--- src/rtl/z80_regfile_pkg.sv ---
// z80_regfile_pkg
// Shared definitions for the Z80 register file: register-name codes
// (reg_select), physical register indices, byte-lane encodings and small
// helpers for classifying names and merging/extracting byte lanes.
// Supported read-port count is MIN_READ..MAX_READ.
package z80_regfile_pkg;

    localparam int REG_SEL_W = 5;
    localparam int MIN_READ  = 1;
    localparam int MAX_READ  = 4;

    // Codes 17..31 are unused: writes to them are dropped, reads return 0.
    typedef enum logic [REG_SEL_W-1:0] {
        REG_A  = 5'd0,
        REG_F  = 5'd1,
        REG_B  = 5'd2,
        REG_C  = 5'd3,
        REG_D  = 5'd4,
        REG_E  = 5'd5,
        REG_H  = 5'd6,
        REG_L  = 5'd7,
        REG_AF = 5'd8,
        REG_BC = 5'd9,
        REG_DE = 5'd10,
        REG_HL = 5'd11,
        REG_IX = 5'd12,
        REG_IY = 5'd13,
        REG_SP = 5'd14,
        REG_I  = 5'd15,
        REG_R  = 5'd16
    } reg_select;

    // Physical storage. I and R live in the low byte of their entries.
    localparam int NUM_PHYS = 13;
    localparam int PHYS_W   = 4;
    localparam logic [PHYS_W-1:0] PH_AF0 = 4'd0;
    localparam logic [PHYS_W-1:0] PH_AF1 = 4'd1;
    localparam logic [PHYS_W-1:0] PH_BC0 = 4'd2;
    localparam logic [PHYS_W-1:0] PH_BC1 = 4'd3;
    localparam logic [PHYS_W-1:0] PH_DE0 = 4'd4;
    localparam logic [PHYS_W-1:0] PH_DE1 = 4'd5;
    localparam logic [PHYS_W-1:0] PH_HL0 = 4'd6;
    localparam logic [PHYS_W-1:0] PH_HL1 = 4'd7;
    localparam logic [PHYS_W-1:0] PH_IX  = 4'd8;
    localparam logic [PHYS_W-1:0] PH_IY  = 4'd9;
    localparam logic [PHYS_W-1:0] PH_SP  = 4'd10;
    localparam logic [PHYS_W-1:0] PH_I   = 4'd11;
    localparam logic [PHYS_W-1:0] PH_R   = 4'd12;

    // Byte lanes touched by a name: {high, low}.
    localparam logic [1:0] LANES_NONE = 2'b00;
    localparam logic [1:0] LANES_LO   = 2'b01;
    localparam logic [1:0] LANES_HI   = 2'b10;
    localparam logic [1:0] LANES_WORD = 2'b11;

    function automatic logic reg_is_8bit(input logic [REG_SEL_W-1:0] r);
        return r inside {REG_A, REG_F, REG_B, REG_C, REG_D, REG_E,
                         REG_H, REG_L, REG_I, REG_R};
    endfunction

    function automatic logic reg_is_16bit(input logic [REG_SEL_W-1:0] r);
        return r inside {REG_AF, REG_BC, REG_DE, REG_HL, REG_IX, REG_IY, REG_SP};
    endfunction

    // Replace the selected lanes of old with data; 8-bit writes take data[7:0].
    function automatic logic [15:0] merge_lanes(input logic [15:0] old,
                                                input logic [1:0]  lanes,
                                                input logic [15:0] data);
        case (lanes)
            LANES_WORD: return data;
            LANES_HI:   return {data[7:0], old[7:0]};
            LANES_LO:   return {old[15:8], data[7:0]};
            default:    return old;
        endcase
    endfunction

    // Extract a read value; 8-bit names are zero-extended, no lanes reads 0.
    function automatic logic [15:0] read_lanes(input logic [15:0] val,
                                               input logic [1:0]  lanes);
        case (lanes)
            LANES_WORD: return val;
            LANES_HI:   return {8'h00, val[15:8]};
            LANES_LO:   return {8'h00, val[7:0]};
            default:    return 16'h0000;
        endcase
    endfunction

endpackage

--- src/rtl/z80_reg_resolve.sv ---
// z80_reg_resolve
// Combinational name resolution: maps a register name to a physical
// register index and the byte lanes it occupies, using the current
// bank/swap mapping bits.
// Ports:
//   name      - register name code (reg_select encoding)
//   af_bank   - active AF bank
//   main_bank - active BC/DE/HL bank
//   swap      - per-main-bank DE/HL swap bits
//   phys      - resolved physical index (PH_AF0 when name is unknown)
//   lanes     - byte lanes touched (LANES_NONE when name is unknown)
module z80_reg_resolve
    import z80_regfile_pkg::*;
(
    input  logic [REG_SEL_W-1:0] name,
    input  logic                 af_bank,
    input  logic                 main_bank,
    input  logic [1:0]           swap,
    output logic [PHYS_W-1:0]    phys,
    output logic [1:0]           lanes
);

    logic [PHYS_W-1:0] af_p, bc_p, de_p, hl_p;
    logic              hi;

    // NOTE: every signal assigned in always_comb gets a default on entry so
    // no path through the case can leave it holding a value (latch).
    always_comb begin
        af_p = af_bank ? PH_AF1 : PH_AF0;
        bc_p = main_bank ? PH_BC1 : PH_BC0;
        // EX DE,HL is a rename, so DE and HL trade physical pairs.
        if (swap[main_bank]) begin
            de_p = main_bank ? PH_HL1 : PH_HL0;
            hl_p = main_bank ? PH_DE1 : PH_DE0;
        end else begin
            de_p = main_bank ? PH_DE1 : PH_DE0;
            hl_p = main_bank ? PH_HL1 : PH_HL0;
        end

        phys = PH_AF0;
        hi   = 1'b0;
        case (name)
            REG_A:  begin phys = af_p; hi = 1'b1; end
            REG_F:  phys = af_p;
            REG_AF: phys = af_p;
            REG_B:  begin phys = bc_p; hi = 1'b1; end
            REG_C:  phys = bc_p;
            REG_BC: phys = bc_p;
            REG_D:  begin phys = de_p; hi = 1'b1; end
            REG_E:  phys = de_p;
            REG_DE: phys = de_p;
            REG_H:  begin phys = hl_p; hi = 1'b1; end
            REG_L:  phys = hl_p;
            REG_HL: phys = hl_p;
            REG_IX: phys = PH_IX;
            REG_IY: phys = PH_IY;
            REG_SP: phys = PH_SP;
            REG_I:  phys = PH_I;
            REG_R:  phys = PH_R;
            default: phys = PH_AF0;
        endcase

        if (reg_is_16bit(name))     lanes = LANES_WORD;
        else if (reg_is_8bit(name)) lanes = hi ? LANES_HI : LANES_LO;
        else                        lanes = LANES_NONE;
    end

endmodule

--- src/rtl/z80_regfile.sv ---
// z80_regfile
// Z80 register file with physical main/alternate banks. Exchanges only
// flip mapping bits, so EX AF,AF' / EXX / EX DE,HL complete in one cycle.
// Ports:
//   clk, reset            - clock, asynchronous active-high reset
//   write_en, dest, in    - register write (8-bit targets use in[7:0])
//   src, out              - NUM_READ packed read selects / read data
//   write_flags_en, f_in  - write current F (loses to a write of AF or F)
//   f_out, i_out, r_out   - current F, I, R from stored state
//   ex_af, exx, ex_de_hl  - exchange commands
//   r_inc                 - increment R[6:0], R[7] held
// Parameters: NUM_READ (MIN_READ..MAX_READ), BYPASS (1 = forward same-cycle writes).
module z80_regfile
    import z80_regfile_pkg::*;
#(
    parameter int NUM_READ = 2,
    parameter int BYPASS   = 0
) (
    input  logic                          clk,
    input  logic                          reset,
    input  logic                          write_en,
    input  reg_select                     dest,
    input  logic [15:0]                   in,
    input  logic [NUM_READ*REG_SEL_W-1:0] src,
    output logic [NUM_READ*16-1:0]        out,
    input  logic [7:0]                    f_in,
    input  logic                          write_flags_en,
    output logic [7:0]                    f_out,
    input  logic                          ex_af,
    input  logic                          exx,
    input  logic                          ex_de_hl,
    input  logic                          r_inc,
    output logic [7:0]                    i_out,
    output logic [7:0]                    r_out
);

    logic [15:0]       regs [NUM_PHYS];
    logic              af_bank;
    logic              main_bank;
    logic [1:0]        swap;

    logic [PHYS_W-1:0] wr_phys;
    logic [1:0]        wr_lanes;
    logic [15:0]       wr_merged;
    logic [PHYS_W-1:0] af_cur;
    logic              flag_blocked;

    z80_reg_resolve u_wr_resolve (
        .name      (dest),
        .af_bank   (af_bank),
        .main_bank (main_bank),
        .swap      (swap),
        .phys      (wr_phys),
        .lanes     (wr_lanes)
    );

    assign wr_merged    = merge_lanes(regs[wr_phys], wr_lanes, in);
    assign af_cur       = af_bank ? PH_AF1 : PH_AF0;
    // A register write that covers F (AF or F) owns the flag byte this cycle.
    assign flag_blocked = write_en && (wr_phys == af_cur) && wr_lanes[0];

    // NOTE: state uses non-blocking assignments; the flag write is placed
    // after the register write so it overrides only the F byte when both
    // hit the same AF entry (e.g. write A plus flags).
    always_ff @(posedge clk or posedge reset) begin
        if (reset) begin
            // NOTE: the array is small and must read 0 after reset, so it is
            // cleared in the reset branch like any other flop.
            for (int p = 0; p < NUM_PHYS; p++) regs[p] <= '0;
            af_bank   <= 1'b0;
            main_bank <= 1'b0;
            swap      <= 2'b00;
        end else begin
            if (write_en && wr_lanes != LANES_NONE)
                regs[wr_phys] <= wr_merged;
            if (write_flags_en && !flag_blocked)
                regs[af_cur][7:0] <= f_in;
            if (r_inc && !(write_en && dest == REG_R))
                regs[PH_R][6:0] <= regs[PH_R][6:0] + 7'd1;
            // All mapping updates read the pre-exchange bits.
            if (ex_af)    af_bank         <= ~af_bank;
            if (ex_de_hl) swap[main_bank] <= ~swap[main_bank];
            if (exx)      main_bank       <= ~main_bank;
        end
    end

    for (genvar k = 0; k < NUM_READ; k++) begin : g_read
        logic [PHYS_W-1:0] rd_phys;
        logic [1:0]        rd_lanes;
        logic [15:0]       rd_word;
        logic              hit;

        z80_reg_resolve u_rd_resolve (
            .name      (src[k*REG_SEL_W +: REG_SEL_W]),
            .af_bank   (af_bank),
            .main_bank (main_bank),
            .swap      (swap),
            .phys      (rd_phys),
            .lanes     (rd_lanes)
        );

        // Forwarding the merged word gives new bytes where written and
        // stored bytes elsewhere, e.g. write H, read HL -> {in[7:0], L}.
        assign hit     = (BYPASS != 0) && write_en && (wr_lanes != LANES_NONE)
                         && (wr_phys == rd_phys);
        assign rd_word = hit ? wr_merged : regs[rd_phys];
        assign out[k*16 +: 16] = read_lanes(rd_word, rd_lanes);
    end

    assign f_out = regs[af_cur][7:0];
    assign i_out = regs[PH_I][7:0];
    assign r_out = regs[PH_R][7:0];

`ifdef Z80_FORMAL
`define Z80_REG_PROBE(NAME, IDX) logic [15:0] NAME; assign NAME = regs[IDX];
    `Z80_REG_PROBE(probe_af0, PH_AF0)
    `Z80_REG_PROBE(probe_af1, PH_AF1)
    `Z80_REG_PROBE(probe_bc0, PH_BC0)
    `Z80_REG_PROBE(probe_bc1, PH_BC1)
    `Z80_REG_PROBE(probe_de0, PH_DE0)
    `Z80_REG_PROBE(probe_de1, PH_DE1)
    `Z80_REG_PROBE(probe_hl0, PH_HL0)
    `Z80_REG_PROBE(probe_hl1, PH_HL1)
    `Z80_REG_PROBE(probe_ix, PH_IX)
    `Z80_REG_PROBE(probe_iy, PH_IY)
    `Z80_REG_PROBE(probe_sp, PH_SP)
    `Z80_REG_PROBE(probe_i, PH_I)
    `Z80_REG_PROBE(probe_r, PH_R)
`endif

endmodule

--- config.mk ---
export PLATFORM = sky130hd
export DESIGN_NAME = z80_regfile
export DESIGN_NICKNAME = d
export VERILOG_FILES = /design/src/rtl/z80_regfile_pkg.sv /design/src/rtl/z80_reg_resolve.sv /design/src/rtl/z80_regfile.sv
export SDC_FILE = /design/constraint.sdc
export NUM_CORES = 1
export LEC_CHECK = 0
export CAP_MARGIN = 20
export CORE_MARGIN = 5
export CORE_UTILIZATION = 46
export DETAILED_ROUTE_END_ITERATION = 7
export DONT_BUFFER_PORTS = 1
export GPL_TIMING_DRIVEN = 0
export PLACE_DENSITY = 0.73
export SLEW_MARGIN = 20
export SYNTH_ARGS = -nofsm -noshare
export SYNTH_HDL_FRONTEND = slang
export SYNTH_SLANG_ARGS = --single-unit
--- constraint.sdc ---
create_clock -name clk -period 10.1 [get_ports clk]
set_input_delay 1.01 -clock clk [delete_from_list [all_inputs] [get_ports clk]]
set_output_delay 1.01 -clock clk [all_outputs]
set_load 0.02 [all_outputs]
; ---- After elaboration in Yosys (flattened, before gate mapping)
; Index checks and enable logic that the tools add are counted.
[totals]
wordCells = 176
out_inout_bits = 56
reg_bits = 212
[classes]
eq_ne = 58
n_mux = 50
bitwise_logic = 7
add_sub_neg = 1
n_reduce_logical = 36
order_cmp = 8
[op_table]
columns = operator, n
row1 = $bwmux W208, 2
row2 = $mux W208, 2
row3 = $bmux W16 S4, 4
row4 = $pmux W16 S3, 3
row5 = $demux W16 S4, 2
row6 = $eq A5 B4 Y1 const B, 24
row7 = $mux W16, 7
row8 = $pmux W4 S9, 3
row9 = $eq A5 B3 Y1 const B, 12
row10 = $reduce_or A3 Y1, 12
row11 = $eq A5 B2 Y1 const B, 6
row12 = $reduce_bool A10 Y1, 3
row13 = $mux W8, 3
row14 = $reduce_bool A7 Y1, 3
row15 = $ge A5 B5 Y1 const B, 4
row16 = $not A4 Y5, 4
row17 = $mux W2, 9
row18 = $eq A5 B1 Y1 const B, 3
row19 = $eq A5 B5 Y1 const B, 3
row20 = $logic_not A5 Y1, 3
row21 = $eq A2 B2 Y1 const B, 6
row22 = $reduce_or A4 Y1, 3
row23 = $lt A5 B1 Y1 const B, 2
row24 = $mux W1, 10
row25 = other kinds (13), 27

; ---- Logic depth before layout (Yosys ltp)
[logic_depth]
ltp_word = 14
mapped_depth = 12
mapped_depth_nobuf = 8

; ---- Modules after synthesis
; Synthesis repeated with hierarchy kept, for this count alone.
[unflattened]
cells_unflattened = 1274
area_unflattened_um2 = 14411.3
[by_module_without_submodules]
columns = module, cells_per_inst, n_inst, area_each_um2
row1 = z80_regfile, 1181, 1, 13878.3
row2 = z80_reg_resolve, 31, 3, 177.7

; ---- Worst setup path before layout
; OpenSTA, ideal clock, no wires.
[synth_timing]
path_type = input-to-output
startpoint = input port src[3]
endpoint = output port out[10]
path_slack_ns = 5.703
path_stages = 11
path_buffers = 4
arrival_time_ns = 3.387
required_ns = 9.090
cell_sequence = buf_2 > and2_1 > o21ai_0 > o211ai_1 > nand2b_1 > buf_2 > clkbuf_1 > clkbuf_1 > a41o_1 > a21oi_1 > nor3_1
[synth_via]
elab_chain_cells = 8
elab_cells_between_ends = 37
classes_between = 19 x eq/ne / 9 x mux / 1 x bitwise / 8 x reduce/logical
[synth_lines]
columns = element, line_no
row1 = "start, declared", z80_regfile.sv:24  ; input logic [NUM_READ*REG_SEL_W-1:0] src,
row2 = "$eq A5 B3 Y1, or another cell as far along", "z80_regfile_pkg.sv:57, z80_reg_resolve.sv:42"
row3 = $reduce_or A3 Y1 (no line) or $reduce_or A4 Y1 (tied branches), n/a
row4 = $pmux W4 S9 or $mux W1 (tied branches), z80_reg_resolve.sv:42  ; case (name)
row5 = $not A4 Y5 (implied by the code) or $mux W2 (tied branches), "z80_regfile.sv:106, z80_reg_resolve.sv:64"
row6 = $bmux W16 S4 or $mux W2 (tied branches), "z80_regfile.sv:106, z80_reg_resolve.sv:64"
row7 = $mux W16 (implied by the code) or $mux W2 (tied branches), "z80_regfile.sv:106, z80_reg_resolve.sv:63"
row8 = "$mux W16 (implied by the code), or another cell as far along", z80_regfile.sv:106  ; assign rd_word = hit ? wr_merged : regs[rd_phys];
row9 = $pmux W16 S3 (*), z80_regfile_pkg.sv:80  ; case (lanes)
row10 = "end, declared", z80_regfile.sv:25  ; output logic [NUM_READ*16-1:0] out,
; Every way passes the cells marked *; elsewhere a longest branch is shown, timed or not. The select of a mux whose other input is x is not followed.

; ---- Worst setup path in the final report
[layout_timing]
startpoint = input port src[3]
endpoint = output port out[4]
; Same word-level chain as after synthesis.

==> flow_metrics.env <==
export IMPL_status="finished, final reports clean"
export IMPL_syn_nets=1523
export IMPL_gr_usage_met2_pct=53.7
export IMPL_dr_pass1_iters=6
export IMPL_yosysWarnings=0
export IMPL_grt_pass1_vias=12900
export IMPL_cpMaxStageDelayCell="nor4_1"
export IMPL_worst_pin_slew_ns=1.17
export IMPL_met3_usage_pct=8.99
export IMPL_setup_viol=0
export IMPL_dpl_hpwl_um=44600
export IMPL_criticalPathCategory="in2out"
export IMPL_multiInputGateArea_mm2=0.00821
export IMPL_final_common_cell="dfrtp_1"
export IMPL_wire_per_inst_um=31.4
export IMPL_ff2ff_setup_slack_ns=5.89
export IMPL_cts_made_buffers=25
export IMPL_clk_pin_slew_worst_paths_ns=0.06
export IMPL_gp_congestion=1.04
export IMPL_nets=1554
export IMPL_viasPerCell=6.90
export IMPL_worstSetupEndpointType="output pin"
export IMPL_clock_sinks=212
export IMPL_mostFrequentLayoutCells="dfrtp_1, nand2_1, mux2i_1"
export IMPL_n_fill_cell=2819
export IMPL_grt_pass1_wl_um=87000
export IMPL_worstPathMaxFanout=10
export IMPL_synthToLayoutAreaGrowth_pct=9.95
export IMPL_finClkSkew_ns=0.0201
export IMPL_hp_class="in2async"
export IMPL_ant_nets=0
export IMPL_num_vias=13200
export IMPL_maxSlewViolCount=0
export IMPL_critical_path_most_common_cell="o21ai_0"
export IMPL_htree_levels=1
export IMPL_overflow=0
export IMPL_drv_cap=0
export IMPL_place_area_mm2=0.0148
export IMPL_timing_rr_end="regs[81]"
export IMPL_async_reset_ff_share_pct=100
export IMPL_ys_seq_area_share_pct=37.4
export IMPL_r2r_worst_path_cells=11
export IMPL_ys_seq_elements=212
export IMPL_cpLargestDelayFamily="compound AO/OA/AOI/OAI gates"
export IMPL_ys_flop_type="dfrtp_1"
export IMPL_finalWirelength_um=60400
export IMPL_drc=0
export IMPL_clockRootBuffer="clkbuf_16"
export IMPL_startpoint="src[3]"
export IMPL_startpoint_type="input pin"
export IMPL_synthCells=1475
export IMPL_slowest_delay_ns=0.95
export IMPL_grtUsageMet1_pct=42.6
export IMPL_synth_top_area_share_pct=37.4
export IMPL_path_buf_inv=2
export IMPL_die_area_mm2=0.0345
export IMPL_hold_violations=0
export IMPL_fin_tns_setup_ns=0
export IMPL_leakage_nw=6.45
export IMPL_die_w_um=186
export IMPL_drive_above_1_share_pct=20.6
export IMPL_port_buffers=0
export IMPL_crit_required_ns=9.09
export IMPL_grt_busiest_layer="met2"
export IMPL_yosys_cell_types_count=77
export IMPL_cts_hold_fix_buffers=0
export IMPL_post_cts_buffers=0
export IMPL_fin_crit_sh_pct=60.8
export IMPL_ir_drop_mv=0.165
export IMPL_final_cell_area_mm2=0.0156
export IMPL_path_cells="buf_2 > nor2b_1 > o21ai_0 > o211ai_1 > clkbuf_1 > mux2i_1 > o22ai_1 > a211o_1 > nor4_1 > o21ai_0"
export IMPL_fmax_mhz=163
export IMPL_drt_iter0_markers=1699
export IMPL_insertion_delay_ns=0.56
export IMPL_track_usage_pct=34.3
export IMPL_synthTopCellsByArea="dfrtp_1, mux2_2, mux2i_1"
export IMPL_initial_core_util_pct=46.5
export IMPL_arrival_ns=5.13
export IMPL_p_per_area_mw_per_mm2=294
export IMPL_antenna_found_initial=3
export IMPL_period_minus_slack_ns=6.14
export IMPL_clk_path_buf_depth=3
export IMPL_placementRows=64
export IMPL_cts_resized=0
export IMPL_synth_edff_count=0
export IMPL_seqCellArea_mm2=0.00531
export IMPL_worstReg2RegStart="main_bank"
export IMPL_syn_area_mm2=0.0142
export IMPL_synth_avg_cell_area_um2=9.62
export IMPL_grt_start_max_net_pins=108
export IMPL_synth_largest_area_cell="dfrtp_1"
export IMPL_fp_dieH_um=186
export IMPL_cts_tree="done"
export IMPL_core_mm2=0.0305
export IMPL_io_pins=103
export IMPL_relSlewSlack_pct=21.2
export IMPL_rsz0062_at_grt="false"
==> worst max-delay path by stage <==
| stage | endpoint | slack [ns] | cells past startpoint |
|---|---|---|---|
| after floorplan | af_bank | 3.30 | 1 |
| after global placement | regs[44] | 1.11 | 1 |
| after detailed placement | out[4] | 4.18 | 10 |
| after CTS | out[4] | 4.16 | 10 |
| after global routing | out[10] | 3.69 | 11 |
| final | out[4] | 3.96 | 10 |
==> logic make-up after synthesis <==
kind of cell	Yosys count	share of synthesized area, %
buffers and inverters	140	4.96
xor gates and xnor gates	12	0.741
muxes	321	25.8
AOI/OAI and AO/OA	356	16.5
adders and majority gates	1	0.0882
and+or+nand+nor	433	14.5
DFF	212	37.4
==> layer usage <==
layer | part of all wire (%) | vias up
met5 | 0.045 | -
met4 | 8.2 | 4
met3 | 11 | 276
met2 | 45 | 916
met1 | 36 | 6526
li1 | - | 5524
==> where the power goes <==
group          total (mW)  internal, mW  switching, mW
clock network       0.908         0.530          0.378
registers            1.67          1.21          0.467
logic                2.00         0.830           1.17
total                4.58          2.57           2.02
==> area by class of cell <==
| cell class | count | area share, % |
|---|---|---|
| Multi-Input combinational cell | 1123 | 52.6 |
| Sequential cell | 212 | 34.0 |
| Clock buffer | 37 | 4.75 |
| Buffer | 133 | 4.35 |
| Tap cell | 396 | 3.18 |
| Timing Repair Buffer | 4 | 0.449 |
| Clock inverter | 7 | 0.441 |
| Inverter | 7 | 0.217 |
| Antenna cell | 1 | 0.0160 |
==> sequential cells by signal, summed over array words and instances, names as in the netlist <==
signal and flops:
r_out 8, regs 192, swap 2, af_bank 1
main_bank 1, i_out 8
==> stage by stage <==
| stage | worst slack [ns] | utilization, % | power [mW] | hold slack (ns) | instances |
|---|---|---|---|---|---|
| 5_1_grt | 3.69 | 51.1 | 4.76 | 0.195 | 1919 |
| 4_1_cts | 4.16 | 51.1 | 4.52 | 0.188 | 1919 |
| 3_5_place_dp | 4.18 | 48.5 | 3.61 | 0.469 | 1875 |
| 6_report | 3.96 | 51.1 | 4.58 | 0.202 | 1920 |
| 2_1_floorplan | 3.30 | - | 2.92 | 0.445 | 1475 |
| 3_3_place_gp | 1.11 | 48.1 | 3.55 | 0.460 | 1871 |
==> cell usage after synthesis, types with 6 or more instances <==
cell       number
xnor2_1         7
or4_1           6
o22ai_1        36
nand2b_1        6
o211ai_1       19
and3_1          6
a211o_1         8
mux4_2         20
a31oi_1        17
clkbuf_1       52
a21oi_1        92
a2111oi_0       6
nand2_1       173
nand4_1        13
buf_1           9
mux2i_1       152
nor2b_1        21
nor3_1         27
buf_4          23
o21a_1         15
nand3_1        44
mux2_2        143
a32oi_1         7
inv_1           7
dfrtp_1       212
o21ai_0        61
a22oi_1        38
nor2_1         90
buf_2          44
nor4_1          7
o22a_1         10
a21oi_2         7
a32o_1          8
No activity file was read; power rests on OpenSTA's default activity.
